===== src/rtl/crossbar_range_mask_if.sv =====
// Command and mask-stream bundle for crossbar_range_mask.
// The slave modport is the mask generator's view; master is the driver's.
interface crossbar_range_mask_if #(
  parameter int NUM_COLS = 1024,
  parameter int IDX_W    = 10,
  parameter int LANES    = 32,
  parameter int NUM_CH   = 2
);
  localparam int NUM_WORDS = NUM_COLS / LANES;
  localparam int WIDX_W    = (NUM_WORDS > 1) ? $clog2(NUM_WORDS) : 1;
  localparam int HIT_W     = $clog2(NUM_COLS + 1);

  logic                      cmd_valid;
  logic                      cmd_ready;
  logic [NUM_CH*IDX_W-1:0]   cmd_start;
  logic [NUM_CH*IDX_W-1:0]   cmd_end;
  logic [NUM_CH-1:0]         cmd_ch_en;
  logic                      mask_valid;
  logic                      mask_ready;
  logic [LANES-1:0]          mask_data;
  logic [WIDX_W-1:0]         mask_idx;
  logic                      mask_last;
  logic [HIT_W-1:0]          hit_count;
  logic                      busy;

  modport master (
    output cmd_valid, cmd_start, cmd_end, cmd_ch_en, mask_ready,
    input  cmd_ready, mask_valid, mask_data, mask_idx, mask_last, hit_count, busy
  );

  modport slave (
    input  cmd_valid, cmd_start, cmd_end, cmd_ch_en, mask_ready,
    output cmd_ready, mask_valid, mask_data, mask_idx, mask_last, hit_count, busy
  );
endinterface


===== src/rtl/crossbar_range_mask.sv =====
// Sweeps NUM_COLS crossbar columns LANES at a time, emitting the OR of up to NUM_CH
// column ranges as mask words with a running popcount. Optional macro: CROSSBAR_MASK_WRAP_EN.
module crossbar_range_mask #(
  parameter int NUM_COLS = 1024,
  parameter int IDX_W    = 10,
  parameter int LANES    = 32,
  parameter int NUM_CH   = 2
) (
  input logic                  clock,
  input logic                  reset_n,
  crossbar_range_mask_if.slave bus
);
  localparam int NUM_WORDS = NUM_COLS / LANES;
  localparam int WIDX_W    = (NUM_WORDS > 1) ? $clog2(NUM_WORDS) : 1;
  localparam int HIT_W     = $clog2(NUM_COLS + 1);
  localparam logic [WIDX_W-1:0] LAST_IDX = WIDX_W'(NUM_WORDS - 1);

  typedef enum logic [0:0] {
    ST_IDLE  = 1'b0,
    ST_SWEEP = 1'b1
  } state_t;

  // Unsigned range test; an inverted range either wraps around the index space or is empty.
  function automatic logic in_range(input logic [IDX_W-1:0] col,
                                    input logic [IDX_W-1:0] lo,
                                    input logic [IDX_W-1:0] hi);
    logic hit;
    if (lo <= hi) begin
      hit = (col >= lo) && (col <= hi);
    end else begin
`ifdef CROSSBAR_MASK_WRAP_EN
      hit = (col >= lo) || (col <= hi);
`else
      hit = 1'b0;
`endif
    end
    return hit;
  endfunction

  function automatic logic [LANES-1:0] word_mask(input logic [WIDX_W-1:0]       widx,
                                                 input logic [NUM_CH*IDX_W-1:0] starts,
                                                 input logic [NUM_CH*IDX_W-1:0] ends,
                                                 input logic [NUM_CH-1:0]       en);
    logic [LANES-1:0] w;
    logic [IDX_W-1:0] col;
    w = '0;
    for (int lane = 0; lane < LANES; lane++) begin
      col = IDX_W'(int'(widx) * LANES + lane);
      for (int k = 0; k < NUM_CH; k++) begin
        if (en[k] && in_range(col, starts[k*IDX_W +: IDX_W], ends[k*IDX_W +: IDX_W])) begin
          w[lane] = 1'b1;
        end else begin
          w[lane] = w[lane];
        end
      end
    end
    return w;
  endfunction

  function automatic logic [HIT_W-1:0] popcount(input logic [LANES-1:0] w);
    logic [HIT_W-1:0] cnt;
    cnt = '0;
    for (int i = 0; i < LANES; i++) begin
      cnt = cnt + HIT_W'(w[i]);
    end
    return cnt;
  endfunction

  state_t                  state_r;
  state_t                  state_n_s;
  logic [NUM_CH*IDX_W-1:0] start_r;
  logic [NUM_CH*IDX_W-1:0] end_r;
  logic [NUM_CH-1:0]       ch_en_r;
  logic [LANES-1:0]        mask_data_r;
  logic [WIDX_W-1:0]       mask_idx_r;
  logic                    mask_last_r;
  logic [HIT_W-1:0]        hit_count_r;

  logic                    cmd_fire_s;
  logic                    word_fire_s;
  logic [WIDX_W-1:0]       next_idx_s;
  logic [WIDX_W-1:0]       src_idx_s;
  logic [NUM_CH*IDX_W-1:0] src_start_s;
  logic [NUM_CH*IDX_W-1:0] src_end_s;
  logic [NUM_CH-1:0]       src_en_s;
  logic [LANES-1:0]        word_s;
  logic [HIT_W-1:0]        word_pop_s;

  assign cmd_fire_s  = bus.cmd_valid && (state_r == ST_IDLE);
  assign word_fire_s = bus.mask_ready && (state_r == ST_SWEEP);
  assign next_idx_s  = mask_idx_r + WIDX_W'(1);

  // Next-state decode for the IDLE/SWEEP controller.
  always_comb begin
    state_n_s = state_r;
    case (state_r)
      ST_IDLE: begin
        if (cmd_fire_s) begin
          state_n_s = ST_SWEEP;
        end else begin
          state_n_s = ST_IDLE;
        end
      end
      ST_SWEEP: begin
        if (word_fire_s && mask_last_r) begin
          state_n_s = ST_IDLE;
        end else begin
          state_n_s = ST_SWEEP;
        end
      end
      default: state_n_s = ST_IDLE;
    endcase
  end

  // Word-0 is built straight from the command inputs so it can be registered on the handshake edge.
  always_comb begin
    src_idx_s   = '0;
    src_start_s = bus.cmd_start;
    src_end_s   = bus.cmd_end;
    src_en_s    = bus.cmd_ch_en;
    if (state_r == ST_SWEEP) begin
      src_idx_s   = next_idx_s;
      src_start_s = start_r;
      src_end_s   = end_r;
      src_en_s    = ch_en_r;
    end else begin
      src_idx_s   = '0;
    end
    word_s     = word_mask(src_idx_s, src_start_s, src_end_s, src_en_s);
    word_pop_s = popcount(word_s);
  end

  // State, latched command and registered mask word/count.
  always_ff @(posedge clock) begin
    if (!reset_n) begin
      state_r     <= ST_IDLE;
      start_r     <= '0;
      end_r       <= '0;
      ch_en_r     <= '0;
      mask_data_r <= '0;
      mask_idx_r  <= '0;
      mask_last_r <= 1'b0;
      hit_count_r <= '0;
    end else begin
      state_r <= state_n_s;
      if (cmd_fire_s) begin
        start_r     <= bus.cmd_start;
        end_r       <= bus.cmd_end;
        ch_en_r     <= bus.cmd_ch_en;
        mask_data_r <= word_s;
        mask_idx_r  <= '0;
        mask_last_r <= (NUM_WORDS == 1);
        hit_count_r <= word_pop_s;
      end else if (word_fire_s && !mask_last_r) begin
        mask_data_r <= word_s;
        mask_idx_r  <= next_idx_s;
        mask_last_r <= (next_idx_s == LAST_IDX);
        hit_count_r <= hit_count_r + word_pop_s;
      end else if (word_fire_s) begin
        // Final total stays readable in IDLE; the word fields are cleared.
        mask_data_r <= '0;
        mask_idx_r  <= '0;
        mask_last_r <= 1'b0;
      end else begin
        mask_data_r <= mask_data_r;
        mask_idx_r  <= mask_idx_r;
        mask_last_r <= mask_last_r;
        hit_count_r <= hit_count_r;
      end
    end
  end

  assign bus.cmd_ready  = (state_r == ST_IDLE);
  assign bus.mask_valid = (state_r == ST_SWEEP);
  assign bus.busy       = (state_r != ST_IDLE);
  assign bus.mask_data  = mask_data_r;
  assign bus.mask_idx   = mask_idx_r;
  assign bus.mask_last  = mask_last_r;
  assign bus.hit_count  = hit_count_r;

endmodule


===== src/flat_wrapper.sv =====
// flat-port wrapper written by rule: the top's interface ports become plain ports
module crossbar_range_mask_flat 
#(
  parameter int NUM_COLS = 1024,
  parameter int IDX_W    = 10,
  parameter int LANES    = 32,
  parameter int NUM_CH   = 2
)
  (clock, reset_n, bus_cmd_valid, bus_cmd_start, bus_cmd_end, bus_cmd_ch_en, bus_mask_ready, bus_cmd_ready, bus_mask_valid, bus_mask_data, bus_mask_idx, bus_mask_last, bus_hit_count, bus_busy);
  crossbar_range_mask_if #(.NUM_COLS(NUM_COLS), .IDX_W(IDX_W), .LANES(LANES), .NUM_CH(NUM_CH)) bus_i ();
  input logic clock;
  input logic reset_n;
  input wire logic [$bits(bus_i.cmd_valid)-1:0] bus_cmd_valid;
  input wire logic [$bits(bus_i.cmd_start)-1:0] bus_cmd_start;
  input wire logic [$bits(bus_i.cmd_end)-1:0] bus_cmd_end;
  input wire logic [$bits(bus_i.cmd_ch_en)-1:0] bus_cmd_ch_en;
  input wire logic [$bits(bus_i.mask_ready)-1:0] bus_mask_ready;
  output wire logic [$bits(bus_i.cmd_ready)-1:0] bus_cmd_ready;
  output wire logic [$bits(bus_i.mask_valid)-1:0] bus_mask_valid;
  output wire logic [$bits(bus_i.mask_data)-1:0] bus_mask_data;
  output wire logic [$bits(bus_i.mask_idx)-1:0] bus_mask_idx;
  output wire logic [$bits(bus_i.mask_last)-1:0] bus_mask_last;
  output wire logic [$bits(bus_i.hit_count)-1:0] bus_hit_count;
  output wire logic [$bits(bus_i.busy)-1:0] bus_busy;
  assign bus_i.cmd_valid = bus_cmd_valid;
  assign bus_i.cmd_start = bus_cmd_start;
  assign bus_i.cmd_end = bus_cmd_end;
  assign bus_i.cmd_ch_en = bus_cmd_ch_en;
  assign bus_i.mask_ready = bus_mask_ready;
  assign bus_cmd_ready = bus_i.cmd_ready;
  assign bus_mask_valid = bus_i.mask_valid;
  assign bus_mask_data = bus_i.mask_data;
  assign bus_mask_idx = bus_i.mask_idx;
  assign bus_mask_last = bus_i.mask_last;
  assign bus_hit_count = bus_i.hit_count;
  assign bus_busy = bus_i.busy;
  crossbar_range_mask #(.NUM_COLS(NUM_COLS), .IDX_W(IDX_W), .LANES(LANES), .NUM_CH(NUM_CH)) u_core (.clock(clock), .reset_n(reset_n), .bus(bus_i));
endmodule

===== config.mk =====
export PLATFORM = sky130hd
export DESIGN_NAME = crossbar_range_mask_flat
export DESIGN_NICKNAME = d
export VERILOG_FILES = /design/src/rtl/crossbar_range_mask_if.sv /design/src/rtl/crossbar_range_mask.sv /design/src/flat_wrapper.sv
export SDC_FILE = /design/constraint.sdc
export NUM_CORES = 1
export LEC_CHECK = 0
export ABC_AREA = 0
export BUFFER_PORTS_ARGS = -buffer_cell sky130_fd_sc_hd__buf_2
export CAP_MARGIN = 20
export CORE_MARGIN = 4
export CORE_UTILIZATION = 35
export CTS_CLUSTER_SIZE = 20
export DETAILED_ROUTE_END_ITERATION = 8
export MAX_ROUTING_LAYER = met4
export PLACE_DENSITY = 0.58
export SLEW_MARGIN = 20
export SYNTH_ARGS = -nofsm -noshare
export SYNTH_HDL_FRONTEND = slang
export SYNTH_SLANG_ARGS = --single-unit

===== constraint.sdc =====
create_clock -name clock -period 24.3 [get_ports clock]
set_input_delay 4.86 -clock clock [delete_from_list [all_inputs] [get_ports clock]]
set_output_delay 4.86 -clock clock [all_outputs]
set_load 0.05 [all_outputs]

Word-level counts from Yosys, hierarchy flattened
Index checks and enable logic that the tools add are counted.
Cells by class
  add/subtract/negate cells: 64
  order comparisons: 130
  equality and inequality tests: 1
  mux-type cells: 144
  bitwise gates (word level): 2
  reduce and logical (&&, ||, !) cells: 137
Operator list (count)
  <= comparator 10 bit: 66
  greater-or-equal comparator 10 bit: 64
  adder 11 x 1 -> 11 bit: 30
  adder 10 x 5 -> 10 bit, second input constant: 16
  logical AND 1 bit: 132
  2-to-1 mux 1 bit: 132
  2-to-1 mux 32 bit: 3
  adder 10 x 4 -> 10 bit, second input constant: 8
  adder 10 x 3 -> 10 bit, second input constant: 4
  2-to-1 mux 20 bit: 2
  2-to-1 mux 11 bit: 2
  adder 10 x 2 -> 10 bit, second input constant: 2
  2-to-1 mux 5 bit: 3
  adder 11 bit: 1
  adder 10 x 1 -> 10 bit, second input constant: 1
  adder 5 x 1 -> 5 bit, second input constant: 1
  == test 5 bit, second input constant: 1
  nonzero test 2 bit: 2
  nonzero test 3 bit: 1
  adder 1 x 1 -> 2 bit: 1
  2-to-1 mux 2 bit: 1
  NOT 1 bit: 2
  case mux 1 bit (2 select lines): 1
  OR reduction 2 bit: 1
  zero test 1 bit: 1
Word-level totals
  flip-flop bits (word level): 92
  input bits: 46
  output and inout port bits: 52
  logic and storage cells: 486

Logic depth before layout (Yosys ltp)
  word-level depth: 43
  depth in mapped cells: 41
  gate-level depth less buffers: 36

Worst setup path before layout
OpenSTA, ideal clock, no wires.
  kind: input to register
  start point: input bus_cmd_start[3]
  end point: register u_core.hit_count_r[10] (netlist: u_core.bus.hit_count[10])
  library setup time: 128 ps
  data arrival time: 13020 ps
  data required time: 24172 ps
  setup slack: 11152 ps
  stages: 34
  buffers on the path: 2
  cells stage by stage: mux2i_1 -> clkinv_1 -> ha_1 -> a21o_1 -> a21o_1 -> a21oi_1 -> o2111ai_1 -> a21oi_1 -> clkbuf_1 -> buf_1 -> o211ai_1 -> o21ai_0 -> ha_1 -> fa_1 -> fa_1 -> inv_1 -> fa_1 -> inv_1 -> fa_1 -> inv_1 -> fa_1 -> fa_1 -> fa_1 -> fa_1 -> inv_1 -> fa_1 -> a21o_1 -> a21oi_1 -> o21bai_1 -> a21oi_1 -> nor3_1 -> nand3_1 -> xor2_1 -> nor2_1
On the way
  word-level cells in the longest chain between the ends: 41
  elaborated cells on any way between the ends: 228
  classes of those cells: add/sub: 32; order compare: 33; mux: 99; reduce/logical: 64
RTL lines
  from (decl): RTL line flat_wrapper.sv:14  | input wire logic [$bits(bus_i.cmd_start)-1:0] bus_cmd_start;
  2-to-1 mux 20 bit *: RTL line crossbar_range_mask.sv:121  | if (state_r == ST_SWEEP) begin
  greater-or-equal comparator 10 bit: RTL line crossbar_range_mask.sv:29  | hit = (col >= lo) && (col <= hi);
  logical AND 1 bit: RTL line crossbar_range_mask.sv:29
  2-to-1 mux 1 bit: RTL line crossbar_range_mask.sv:28  | if (lo <= hi) begin
  logical AND 1 bit: RTL line crossbar_range_mask.sv:50  | if (en[k] && in_range(col, starts[k*IDX_W +: IDX_W], ends[k*IDX_W +: IDX_W])) begin
  2-to-1 mux 1 bit (2 in series): RTL line crossbar_range_mask.sv:50
  adder 1 x 1 -> 2 bit: RTL line crossbar_range_mask.sv:64  | cnt = cnt + HIT_W'(w[i]);
  adder 11 x 1 -> 11 bit (29 in series): RTL line crossbar_range_mask.sv:64
  adder 11 x 1 -> 11 bit *: RTL line crossbar_range_mask.sv:64
  adder 11 bit: RTL line crossbar_range_mask.sv:158  | hit_count_r <= hit_count_r + word_pop_s;
  2-to-1 mux 11 bit: RTL line crossbar_range_mask.sv:154  | end else if (word_fire_s && !mask_last_r) begin
  2-to-1 mux 11 bit *: RTL line crossbar_range_mask.sv:146  | if (cmd_fire_s) begin
  to (signal assigned): RTL line crossbar_range_mask.sv:153  | hit_count_r <= word_pop_s;
  to (signal assigned): RTL line crossbar_range_mask.sv:158
  to (signal assigned): RTL line crossbar_range_mask.sv:168  | hit_count_r <= hit_count_r;
  to (decl): RTL line crossbar_range_mask.sv:77  | logic [HIT_W-1:0] hit_count_r;
Every way passes the cells marked *; elsewhere a longest branch is shown, timed or not. The select of a mux whose other input is x is not followed.
A chain may end at the register's enable or synchronous reset.

Worst setup path after layout
  start point: input bus_cmd_end[0]
  end point: register u_core.hit_count_r[7] (netlist: u_core.bus.hit_count[7])
On the way
  word-level cells in the longest chain between the ends: 41
  elaborated cells on any way between the ends: 228
  classes of those cells: add/sub: 32; order compare: 33; mux: 99; reduce/logical: 64
RTL lines
  from (decl): RTL line flat_wrapper.sv:15  | input wire logic [$bits(bus_i.cmd_end)-1:0] bus_cmd_end;
  2-to-1 mux 20 bit *: RTL line crossbar_range_mask.sv:121
  <= comparator 10 bit: RTL line crossbar_range_mask.sv:29
  logical AND 1 bit: RTL line crossbar_range_mask.sv:29
  2-to-1 mux 1 bit: RTL line crossbar_range_mask.sv:28
  logical AND 1 bit: RTL line crossbar_range_mask.sv:50
  2-to-1 mux 1 bit (2 in series): RTL line crossbar_range_mask.sv:50
  adder 1 x 1 -> 2 bit: RTL line crossbar_range_mask.sv:64
  adder 11 x 1 -> 11 bit (29 in series): RTL line crossbar_range_mask.sv:64
  adder 11 x 1 -> 11 bit *: RTL line crossbar_range_mask.sv:64
  adder 11 bit: RTL line crossbar_range_mask.sv:158
  2-to-1 mux 11 bit: RTL line crossbar_range_mask.sv:154
  2-to-1 mux 11 bit *: RTL line crossbar_range_mask.sv:146
Marks and branches as above.

==> results.txt <==
----------------------------------------------------
[Logic synthesis]
  Area contributors post-synth ... sky130_fd_sc_hd__dfxtp_1, sky130_fd_sc_hd__nand2_1, sky130_fd_sc_hd__ha_1, sky130_fd_sc_hd__fa_1, sky130_fd_sc_hd__a21oi_1
  Most frequently used cell type in the post-synthesis netlist ... sky130_fd_sc_hd__nand2_1
  Share of the yosys chip area belonging to registers ... 21.5%
  Cell types with the highest counts after synthesis ... sky130_fd_sc_hd__nand2_1, sky130_fd_sc_hd__dfxtp_1, sky130_fd_sc_hd__a21oi_1
  Synthesized flop and latch total ... 92
  Netlist cell types ... 79
  Number of nets produced by synthesis ... 1256
  Number of enable flip-flop cells after synthesis ... 0
  Primary flip-flop cell chosen by synthesis mapping ... sky130_fd_sc_hd__dfxtp_1
  Synth Instances ... about 1100
  Average cell area after synthesis ... 7.55 sq um
  Area leader, netlist ... sky130_fd_sc_hd__dfxtp_1
  Area fraction of the dominant cell type after synthesis ... 21.5%
  Syn. warnings ... 0
  Netlist area before placement ... 0.00856 sq mm
  Fraction of registers with async set/reset ... 0%

[Detailed routing]
  Detail-routed net length per standard cell ... approximately 21 um
  Routed wire length ... 31.2 mm
  Count of nets left with antenna violations after detail routing ... 0
  Drt first-iter violations ... 842
  Remaining DRCs ... 0
  Via density ... around 5.8
  Total via count after detailed routing ... 8677
  Detailed-router iteration count before antenna repair ... 5

[Setup path]
  Worst path required time ... roughly 25 ns
  CP endpoint ... u_core.bus.hit_count[7]
  Startpoint types ... input pin
  Class of the most critical setup path ... in2reg
  Setup crit start ... bus_cmd_end[0]
  Startpoint of the worst register-to-register path ... u_core.bus.busy
  Endpoint arrival time on the critical path ... 13.78 ns
  Critical Path Most Common Cell ... sky130_fd_sc_hd__fa_1
  Buf/Inv on CP ... 7
  Top Family by Delay on Critical Path ... adder cells
  Standard cell with the maximum stage delay on the critical path ... sky130_fd_sc_hd__mux2i_1
  Worst-path fanout max ... 31
  Worst r2r path cells ... 31
  Largest incremental delay on the critical path ... 0.66 ns
  Worst path depth ... 32
  Reg2reg setup slack ... 14.01 ns
  Endpoint class of the critical path ... register
  Terminus of the critical flop-to-flop path ... u_core.bus.hit_count[7]

[Power and ir drop]
  Final Total Pwr ... 0.537 mW
  Standby leakage power ... 4.09 nW
  VDD IR max ... 39.0 uV
  Cell area power density ... 55.9 mW/mm^2

[Die]
  # rows ... 56
  Effective utilization at floorplan ... a little over a third
  Area of the core region ... 0.0238 sq mm
  Die boundary height ... 164 um
  # IOs ... 98
  Die X-Extent ... 164 um
  Die footprint ... 0.0270 sq mm

[STA]
  Setup Total Neg Slack ... 0 ns
  RSZ-0062 raised after global routing ... false
  Final setup violation count ... 0
  Fin. max-slew vios ... 0
  Setup Skew ... 0.0114 ns
  Final period utilization ... 55.7%
  Max frequency ... roughly 74 MHz
  Transition time at the pin with the least slew margin ... 0.948 ns
  Post-layout min period ... 13.53 ns
  Final hold viol count ... 0
  Relative slew margins ... 36.3%

[GRT]
  Wire length of the first global-routing pass ... 48.0 mm
  Global routing usage on met3 ... 3.77%
  Pin count of the biggest net entering global routing ... 56
  Met1 Use GR ... 31.9%
  Number of global-route vias before repair ... ~8100
  Most congested layer reported by global routing ... met2
  Global-route met2 utilization ... 37.9%
  Overflow left after global routing ... 0
  Global Route Usage Sum ... roughly a quarter
  Number of antenna violations at the first check in global routing ... 0

[Clocking]
  Clock insertion delay at the later pin of the skew report ... 0.37 ns
  Number of clock sinks seen by CTS ... a little over 90
  H-tree lvl count ... 3
  Clock tree from TritonCTS ... yes
  Hold-fix buffer count after cts ... 0
  # resized after CTS ... 0
  Number of buffers inserted by post-CTS setup repair ... 0
  Clock slew at reported path FFs ... 0.08 ns
  Clock Tree Root ... sky130_fd_sc_hd__clkbuf_16
  Maximum count of clock buffers along a single path ... 2
  Number of buffers created by CTS ... 9

[Run status]
  Run status ... finished clean

[Finish]
  Net total in the final layout ... 1308
  Post-route standard cell area excluding fillers ... 0.00960 sq mm
  Fill count ... between 2000 and 2500
  Fraction of layout cells with a size suffix above 1 ... 13.4%
  Area growth syn-to-layout ... 12.2%
  Final standard cell utilization of the core ... 40.4%
  Number of diodes added for antenna fixing ... 0

[Place]
  Post-detail-place hpwl ... 24.4 mm
  Gpl congestion ... 1.00
  Total cell area at the placement stage ... just over 0.009 sq mm
  Count of input and output buffers ... between 90 and 100

[Worst hold path]
  Min-delay worst type ... reg2reg

[Job]
  # Max-Cap Violations ... 0

----------------------------------------------------
==> stage by stage <==
stage                     worst slack [ns]  instances  hold slack (ns)
final                                10.77       1509            0.454
after global routing                 10.31       1509            0.486
after CTS                            10.84       1509            0.456
after detailed placement             10.44       1493            0.442
after global placement               10.40       1493            0.435
after floorplan                      11.15       1133            0.440
==> cell families (layout without fill, tap and decap cells) <==
group,Yosys count,count (layout),share of synthesized area [%]
compound gates,370,370,28.5
buf+inv,135,192,6.50
mux,52,52,6.37
fa+ha+maj,80,80,13.8
xor+xnor,22,22,3.03
simple gates,382,382,20.2
flops,92,92,21.5
==> registers in the layout, summed over array words and instances, names as in the netlist <==
register,count
u_core.end_r,20
u_core.bus.busy,1
u_core.bus.mask_data,32
u_core.bus.mask_last,1
u_core.bus.hit_count,11
u_core.bus.mask_idx,5
u_core.start_r,20
u_core.ch_en_r,2
==> report_power, final <==
part | leakage, nW | switching (mW) | internal [mW] | total, mW
Sequential | 0.750 | 0.00751 | 0.158 | 0.165
Combinational | 3.18 | 0.133 | 0.0708 | 0.204
Clock | 0.167 | 0.0740 | 0.0934 | 0.167
==> area by class of cell <==
type	instances	area [sq um]	area share, %
Timing Repair Buffer	108	568	5.92
Multi-Input combinational cell	906	6190	64.5
Tap cell	319	399	4.16
Sequential cell	92	1850	19.2
Clock inverter	7	116	1.21
Inverter	68	258	2.68
Clock buffer	9	225	2.35
==> per-layer routing <==
| metal | wire [um] | share of wire, % |
|---|---|---|
| met1 | 14000 | 45 |
| met2 | 14700 | 47 |
| met3 | 1980 | 6.3 |
| met4 | 527 | 1.7 |
| met5 | 0 | 0 |
==> cells in the final DEF, fill, tap and decap left out, types with 11 or more instances in the layout <==
| cell type | count |
|---|---|
| sky130_fd_sc_hd__a21boi_0 | 46 |
| sky130_fd_sc_hd__a21o_1 | 13 |
| sky130_fd_sc_hd__a21oi_1 | 89 |
| sky130_fd_sc_hd__a22o_1 | 18 |
| sky130_fd_sc_hd__a31oi_1 | 20 |
| sky130_fd_sc_hd__buf_2 | 97 |
| sky130_fd_sc_hd__buf_4 | 11 |
| sky130_fd_sc_hd__dfxtp_1 | 91 |
| sky130_fd_sc_hd__fa_1 | 25 |
| sky130_fd_sc_hd__ha_1 | 52 |
| sky130_fd_sc_hd__inv_1 | 65 |
| sky130_fd_sc_hd__mux2i_1 | 41 |
| sky130_fd_sc_hd__nand2_1 | 186 |
| sky130_fd_sc_hd__nand3_1 | 32 |
| sky130_fd_sc_hd__nor2_1 | 61 |
| sky130_fd_sc_hd__nor2b_1 | 11 |
| sky130_fd_sc_hd__nor3_1 | 26 |
| sky130_fd_sc_hd__o21a_1 | 11 |
| sky130_fd_sc_hd__o21ai_0 | 85 |
| sky130_fd_sc_hd__xnor2_1 | 11 |
==> worst min-delay path by stage <==
stage                                        start                        to  slack (ns)  depth (start not counted)
after detailed placement   u_core.bus.mask_data[7]   u_core.bus.mask_data[7]        0.44                          2
final                     u_core.bus.mask_data[21]  u_core.bus.mask_data[21]        0.45                          2
after global routing      u_core.bus.mask_data[25]  u_core.bus.mask_data[25]        0.49                          2
after floorplan                   u_core.end_r[11]          u_core.end_r[11]        0.44                          2
after CTS                 u_core.bus.mask_data[25]  u_core.bus.mask_data[25]        0.46                          2
after global placement     u_core.bus.mask_data[7]   u_core.bus.mask_data[7]        0.43                          2
==> worst reg2reg max path, delay by kind of cell (launching register included) <==
family                   cells  cell delay, ns
adder cells (fa/ha/maj)     10            4.49
AO/OA/AOI/OAI                8            2.30
AND/OR/NAND/NOR              6            1.38
buffers and inverters        6            1.09
flip-flops                   1            0.75
XOR/XNOR                     1            0.17
Note: power is estimated with default switching activity, not from simulation.
